<file path="config.mk">
export PLATFORM = sky130hd
export DESIGN_NAME = mips_regfile_mp
export DESIGN_NICKNAME = d
export VERILOG_FILES = /design/src/rtl/mips_pkg.sv /design/src/rtl/regfile_read_port.sv /design/src/rtl/mips_regfile_mp.sv
export SDC_FILE = /design/constraint.sdc
export NUM_CORES = 2
export LEC_CHECK = 0
export ABC_AREA = 0
export CAP_MARGIN = 10
export CORE_MARGIN = 2
export CORE_UTILIZATION = 25
export CTS_BUF_LIST = sky130_fd_sc_hd__clkbuf_2 sky130_fd_sc_hd__clkbuf_4 sky130_fd_sc_hd__clkbuf_8
export CTS_CLUSTER_DIAMETER = 100
export CTS_CLUSTER_SIZE = 25
export DETAILED_ROUTE_END_ITERATION = 10
export PLACE_DENSITY_LB_ADDON = 0.3
export SETUP_SLACK_MARGIN = 0.1
export SYNTH_ARGS = -nofsm -noshare
export SYNTH_HDL_FRONTEND = slang
export SYNTH_HIERARCHICAL = 1
export SYNTH_SLANG_ARGS = --single-unit
</file>
<file path="constraint.sdc">
create_clock -name CLK -period 54.3 [get_ports CLK]
set_input_delay 10.86 -clock CLK [delete_from_list [all_inputs] [get_ports CLK]]
set_output_delay 10.86 -clock CLK [all_outputs]
set_load 0.02 [all_outputs]
</file>
<file path="src/rtl/mips_pkg.sv">
// Shared MIPS register-file types and defaults.
package mips_pkg;

    localparam int unsigned DW_DEFAULT = 32;
    localparam int unsigned AW_DEFAULT = 5;

    typedef logic [DW_DEFAULT-1:0] word_t;
    typedef logic [AW_DEFAULT-1:0] reg_idx_t;

    localparam reg_idx_t REG_ZERO = '0;

endpackage

</file>
<file path="src/rtl/regfile_read_port.sv">
// One register-file read port: index mux, zero gating, write bypass,
// optional output register and busy lookup.
module regfile_read_port
    import mips_pkg::*;
#(
    parameter int unsigned DW       = DW_DEFAULT,
    parameter int unsigned AW       = AW_DEFAULT,
    parameter int unsigned REG_READ = 0,
    parameter int unsigned ZERO_REG = 1,
    localparam int unsigned DEPTH   = 1 << AW
) (
    input  logic             CLK,
    input  logic             RST,
    input  logic [AW-1:0]    readIndex,
    input  logic [DW-1:0]    regs [DEPTH],
    input  logic [DEPTH-1:0] busyVec,
    input  logic             writeValid,
    input  logic [AW-1:0]    writeIndex,
    input  logic [DW-1:0]    writeData,
    output logic [DW-1:0]    readData,
    output logic             readBusy_c
);

    logic          isZero;
    logic          writeHit;
    logic [DW-1:0] bypassData;
    logic [DW-1:0] readDataQ;

    // A write landing this cycle is forwarded and hides the hazard.
    always_comb begin
        isZero     = (ZERO_REG != 0) && (readIndex == AW'(REG_ZERO));
        writeHit   = writeValid && (writeIndex == readIndex);
        bypassData = regs[readIndex];
        if (writeHit) begin
            bypassData = writeData;
        end
        if (isZero) begin
            bypassData = '0;
        end
        readBusy_c = busyVec[readIndex] && !writeHit;
    end

    always_ff @(posedge CLK or posedge RST) begin
        if (RST) begin
            readDataQ <= '0;
        end else begin
            readDataQ <= bypassData;
        end
    end

    assign readData = (REG_READ != 0) ? readDataQ : bypassData;

endmodule

</file>
<file path="src/rtl/mips_regfile_mp.sv">
// Multi-read-port MIPS register file with write bypass, optional
// registered reads and a per-register busy scoreboard.
module mips_regfile_mp
    import mips_pkg::*;
#(
    parameter int unsigned DW       = DW_DEFAULT,
    parameter int unsigned AW       = AW_DEFAULT,
    parameter int unsigned NR       = 2,
    parameter int unsigned REG_READ = 0,
    parameter int unsigned ZERO_REG = 1
) (
    input  logic             CLK,
    input  logic             RST,
    input  logic             RegWrite,
    input  logic [AW-1:0]    WriteRegister,
    input  logic [DW-1:0]    WriteData,
    input  logic             IssueValid,
    input  logic [AW-1:0]    IssueRegister,
    input  logic [NR*AW-1:0] ReadRegister,
    output logic [NR*DW-1:0] ReadData,
    output logic [NR-1:0]    ReadBusy
);

    localparam int unsigned DEPTH = 1 << AW;

    logic [DW-1:0]    regist [DEPTH];
    logic [DEPTH-1:0] busy;
    logic [DEPTH-1:0] busyNext;
    logic             writeValid;
    logic             issueValid;

    // Writes during reset are discarded along with everything else.
    always_comb begin
        writeValid = RegWrite && !RST &&
                     !((ZERO_REG != 0) && (WriteRegister == AW'(REG_ZERO)));
        issueValid = IssueValid &&
                     !((ZERO_REG != 0) && (IssueRegister == AW'(REG_ZERO)));
    end

    always_ff @(posedge CLK or posedge RST) begin
        if (RST) begin
            for (int i = 0; i < int'(DEPTH); i++) begin
                regist[i] <= '0;
            end
        end else if (writeValid) begin
            regist[WriteRegister] <= WriteData;
        end
    end

    // Set after clear: a same-cycle issue names a newer pending producer.
    always_comb begin
        busyNext = busy;
        if (writeValid) begin
            busyNext[WriteRegister] = 1'b0;
        end
        if (issueValid) begin
            busyNext[IssueRegister] = 1'b1;
        end
    end

    always_ff @(posedge CLK or posedge RST) begin
        if (RST) begin
            busy <= '0;
        end else begin
            busy <= busyNext;
        end
    end

    for (genvar k = 0; k < int'(NR); k++) begin : gen_read
        regfile_read_port #(
            .DW       (DW),
            .AW       (AW),
            .REG_READ (REG_READ),
            .ZERO_REG (ZERO_REG)
        ) u_port (
            .CLK        (CLK),
            .RST        (RST),
            .readIndex  (ReadRegister[k*AW +: AW]),
            .regs       (regist),
            .busyVec    (busy),
            .writeValid (writeValid),
            .writeIndex (WriteRegister),
            .writeData  (WriteData),
            .readData   (ReadData[k*DW +: DW]),
            .readBusy_c (ReadBusy[k])
        );
    end

endmodule

</file>
After elaboration in Yosys (flattened, before gate mapping) --
Index checks and enable logic that the tools add are counted.
Cells by class: $lt $le $gt $ge 10, equal/unequal tests 2, mux-type cells 23, bitwise operators 6, reduce and logical (&&, ||, !) cells 19
Operators by type and width (number):
- $bwmux W1024 | 1
- $mux W32 | 11
- $bmux W32 S5 | 2
- $demux W32 S5 | 1
- $and A32 B32 Y32 | 1
- $not A32 Y32 | 1
- $or A32 B32 Y32 | 1
- $lt A5 B6 Y1 const B | 4
- $logic_not A5 Y1 | 4
- $ge A6 B6 Y1 const B | 3
- $not A5 Y6 | 3
- $bmux W1 S5 | 2
- $demux W1 S5 | 2
- $eq A5 B5 Y1 | 2
- $ge A5 B1 Y1 const B | 2
- $logic_and A1 B1 Y1 | 10
- $lt A6 B1 Y1 const B | 1
- $logic_not A1 Y1 | 5
- $mux W1 | 4
Storage, ports and cells: bits in registers 1056, input port bits 56, output and inout port bits 66, word-level logic and storage cells 93

Logic depth before layout (Yosys ltp) --
depth in word-level cells 9, mapped depth 11, gate-level depth less buffers 7

By module --
The synthesis kept the hierarchy.
Modules (own cells, without submodules):
- mips_regfile_mp | times used 1, cells each 2400, area an instance 39492.9 um^2, seq. area each 26425.3 um^2
- regfile_read_port | times used 2, cells each 829, area an instance 9186.3 um^2, seq. area each 0.0 um^2

Least setup slack after synthesis --
Ideal clock, no wire load.
path type in2out, start point input port RST, end point output port ReadData[26], data arrival time 35827 ps, data required time 43440 ps, slack 7613 ps, stages 6, path buffers 2, cells stage by stage inv_1 -> and3_1 -> nand3_1 -> buf_2 -> clkbuf_1 -> a31oi_1
On the way: longest elaborated chain between the ends 6
RTL lines:
- from (decl) | RTL line mips_regfile_mp.sv:13 | input logic RST,
- $logic_not A1 Y1 (no source line)
- $logic_and A1 B1 Y1 (2 in a row) | RTL line mips_regfile_mp.sv:34 | writeValid = RegWrite && !RST &&
- net writeValid | RTL line mips_regfile_mp.sv:29 | logic writeValid;
- $logic_and A1 B1 Y1 | RTL line regfile_read_port.sv:32 | writeHit = writeValid && (writeIndex == readIndex);
- $mux W32 | RTL line regfile_read_port.sv:34 | if (writeHit) begin
- $mux W32 | RTL line regfile_read_port.sv:37 | if (isZero) begin
- to (decl) | RTL line mips_regfile_mp.sv:20 | output logic [NR*DW-1:0] ReadData,
The timed path passes the listed nets, and every way through them passes these cells.

Worst setup path after layout --
start point input port RST, end point output port ReadData[62]
The elaborated chain is that of the path after synthesis.

==> impl_metrics.py <==
metrics = {
    "critical_path": {
        "crit_slowest_cell": "nor2_1",
        "arrival_ps": 15640,
        "crit_top_cell": "clkdlybuf4s50_1",
        "start_kind": "primary input",
        "cp_cell_sequence": "clkdlybuf4s50_1, inv_8, and3_1, nand3_4, nor2_1, a221o_1, clkdlybuf4s50_1",
        "critPathCaptureType": "output pin",
        "crit_path_max_incr_delay_ps": 1150,
        "crit_path_max_fanout": 127,
        "path_class": "primary input to output pin",
        "cp.required_ps": 43440,
    },
    "global_routing": {
        "grt_first_pass_wirelength_um": 301500,
        "overflow": 0,
        "grt_pass1_vias": 38599,
        "grt_max_degree": 171,
        "antenna_found_initial": 13,
        "gr-usage-all-layers_pct": 17.58,
    },
    "sta": {
        "tns_ps": 0,
        "final_hold_viol_count": 0,
        "slew_violations": 0,
        "max_freq_mhz": 37.74,
        "finalClockSkew_ps": 0,
        "finalSetupViolCount": 0,
        "maxSlewHeadroom_pct": 15.09,
        "period_needed_ps": 26500,
        "rsz0062_at_grt": "no",
        "tightest_slew_ps": 1270,
        "final.period_utilization_pct": 48.80,
    },
    "routing": {
        "drc": 0,
        "finalWirelength_um": 211100,
        "postRouteAntennaNets": 0,
        "drt_iter0_markers": 3595,
        "drt_first_pass_iters": 6,
        "routedWlPerCell_um": 30.46,
        "vias": 37836,
        "via_per_inst": 5.459,
    },
    "clock_tree": {
        "root_buffer": "clkbuf_8",
        "post_cts_resized": 0,
        "clk_latency_ps": 830,
        "cts_hold_buf": 0,
        "cts_tree": "built",
        "clk_path_buf_depth": 3,
        "ctsHtreeMaxLevel": 2,
        "post_cts_buffers": 0,
        "clock_sink_count": 1056,
        "clk_transition_reported_paths_ps": 140,
        "cts_buffers": 49,
    },
    "synth": {
        "synth_top_area_share_pct": 45.67,
        "ys_top_cells_by_area": "dfrtp_1, mux2_2, mux4_2",
        "yosys.cell_types.count": 67,
        "synth_ff_type": "dfrtp_1",
        "yosysMostFrequentCell": "dfrtp_1",
        "synthesis.nets": 4114,
        "synth_edf_count": 0,
        "ys_warn_count": 6,
        "yosysTopAreaCell": "dfrtp_1",
        "synth_area_um2": 57870,
        "async_flop_share_pct": 100.0,
        "synth_commonest_cells": "dfrtp_1, mux2_2, mux4_2",
        "ys_seq_area_share_pct": 45.67,
        "syn_avg_cell_area_um2": 14.26,
        "synthCells": 4058,
        "synth_seq_cells": 1056,
    },
    "floorplan": {
        "dieWidth_um": 485.1,
        "fp.coreArea_um2": 230100,
        "ios": 122,
        "dieArea_um2": 235300,
        "num_rows": 176,
        "start_util_pct": 25.15,
        "die-height_um": 485.1,
    },
    "cells_and_area": {
        "nets": 3949,
        "area_growth_pct": 7.695,
        "register_area_um2": 26430,
        "multi_input_area_um2": 29070,
        "fillers": 23459,
        "drive_above_1_share_pct": 40.97,
    },
    "power": {
        "p_per_area_nw_per_um2": 27.41,
        "leakage_nw": 26.79,
        "power.total_mw": 1.708,
        "vdd_ir_drop_max_uv": 18.71,
    },
    "run": {
        "maxCapViolCount": 0,
    },
    "min_path": {
        "worstHoldPathType": "flip-flop to flip-flop",
    },
    "placement": {
        "gp_congestion": 0.7831,
        "portBuffers": 121,
        "dp_hpwl_um": 121400,
    },
    "run_status": {
        "status": "finished clean",
    },
}
-- power by group --
part,total [mW],switching [mW],internal (mW)
registers,0.963,0.0740,0.889
logic,0.386,0.182,0.204
clock network,0.359,0.265,0.0947
total,1.71,0.520,1.19
-- registers in the layout (all words and copies together) (netlist names) --
signal / cells
busy: 32
regist: 1024
-- through the flow --
step                      cells  hold slack, ps  area (µm²)  utilization [%]  setup WS, ps
after detailed placement   6866           383.3       61440            26.70         27830
after global routing       6930           427.2       62320            27.08         27620
after CTS                  6927           414.6       62260            27.05         27830
after floorplan            4058           441.3       57870                -          7613
final                      6931           408.6       62320            27.08         27800
after global placement     6864           376.3       61400            26.68         27910
-- area by class of cell --
cell class              count  area share (%)
repair buffers            233           3.502
well taps                3026           6.075
flip-flops and latches   1056           42.40
inverters                   7         0.05421
diodes                      2        0.008031
clock inverters             7          0.1385
clock buffers              54           1.173
multi-input cells        2546           46.65
-- path summary, 6_finish.rpt --
check	end	startpoint	cells past startpoint	slack [ps]
min reg2reg	regist[995]	regist[995]	0	410
min	regist[995]	regist[995]	0	410
max in group asynchronous	regist[87]	RST	5	40020
max reg2reg	regist[743]	regist[743]	1	53460
max	ReadData[62]	RST	7	27800
min in group asynchronous	regist[646]	RST	2	10780
-- worst max-delay path: cells and delay by family --
kind                   cells  cell delay [ps]
AOI/OAI and AO/OA          1              430
and+or+nand+nor            3             2310
buffers and inverters      3             1980
-- logic make-up after synthesis --
kind of cell    count (synthesis)  synth area share (%)
xor+xnor                       10                0.1514
compound gates                548                 6.824
simple gates                  288                 2.636
mux                          1700                 40.21
buf+inv                       456                 4.508
flops                        1056                 45.67
-- metal layers --
metal  GRT usage (%)  vias to the layer above  share of wire [%]
li1                -                    15276                  -
met4           4.805                        8                2.8
met1           25.01                    21033                 45
met3           2.640                      260                6.0
met5               0                        -              0.022
met2           27.72                     1259                 46
-- cells in the final DEF, fill, tap and decap left out, types with 36 or more instances in the layout --
cell / instances
a221oi_1: 70
buf_4: 108
a21oi_1: 44
mux2i_1: 302
o22ai_1: 50
o21ai_1: 36
nand2_1: 46
o21ai_0: 115
a22oi_1: 44
mux4_2: 400
dfrtp_1: 1056
clkdlybuf4s50_1: 111
nor2_1: 80
mux2_2: 938
clkbuf_8: 52
mux2_1: 60
No activity file was read; power rests on OpenSTA's default activity.
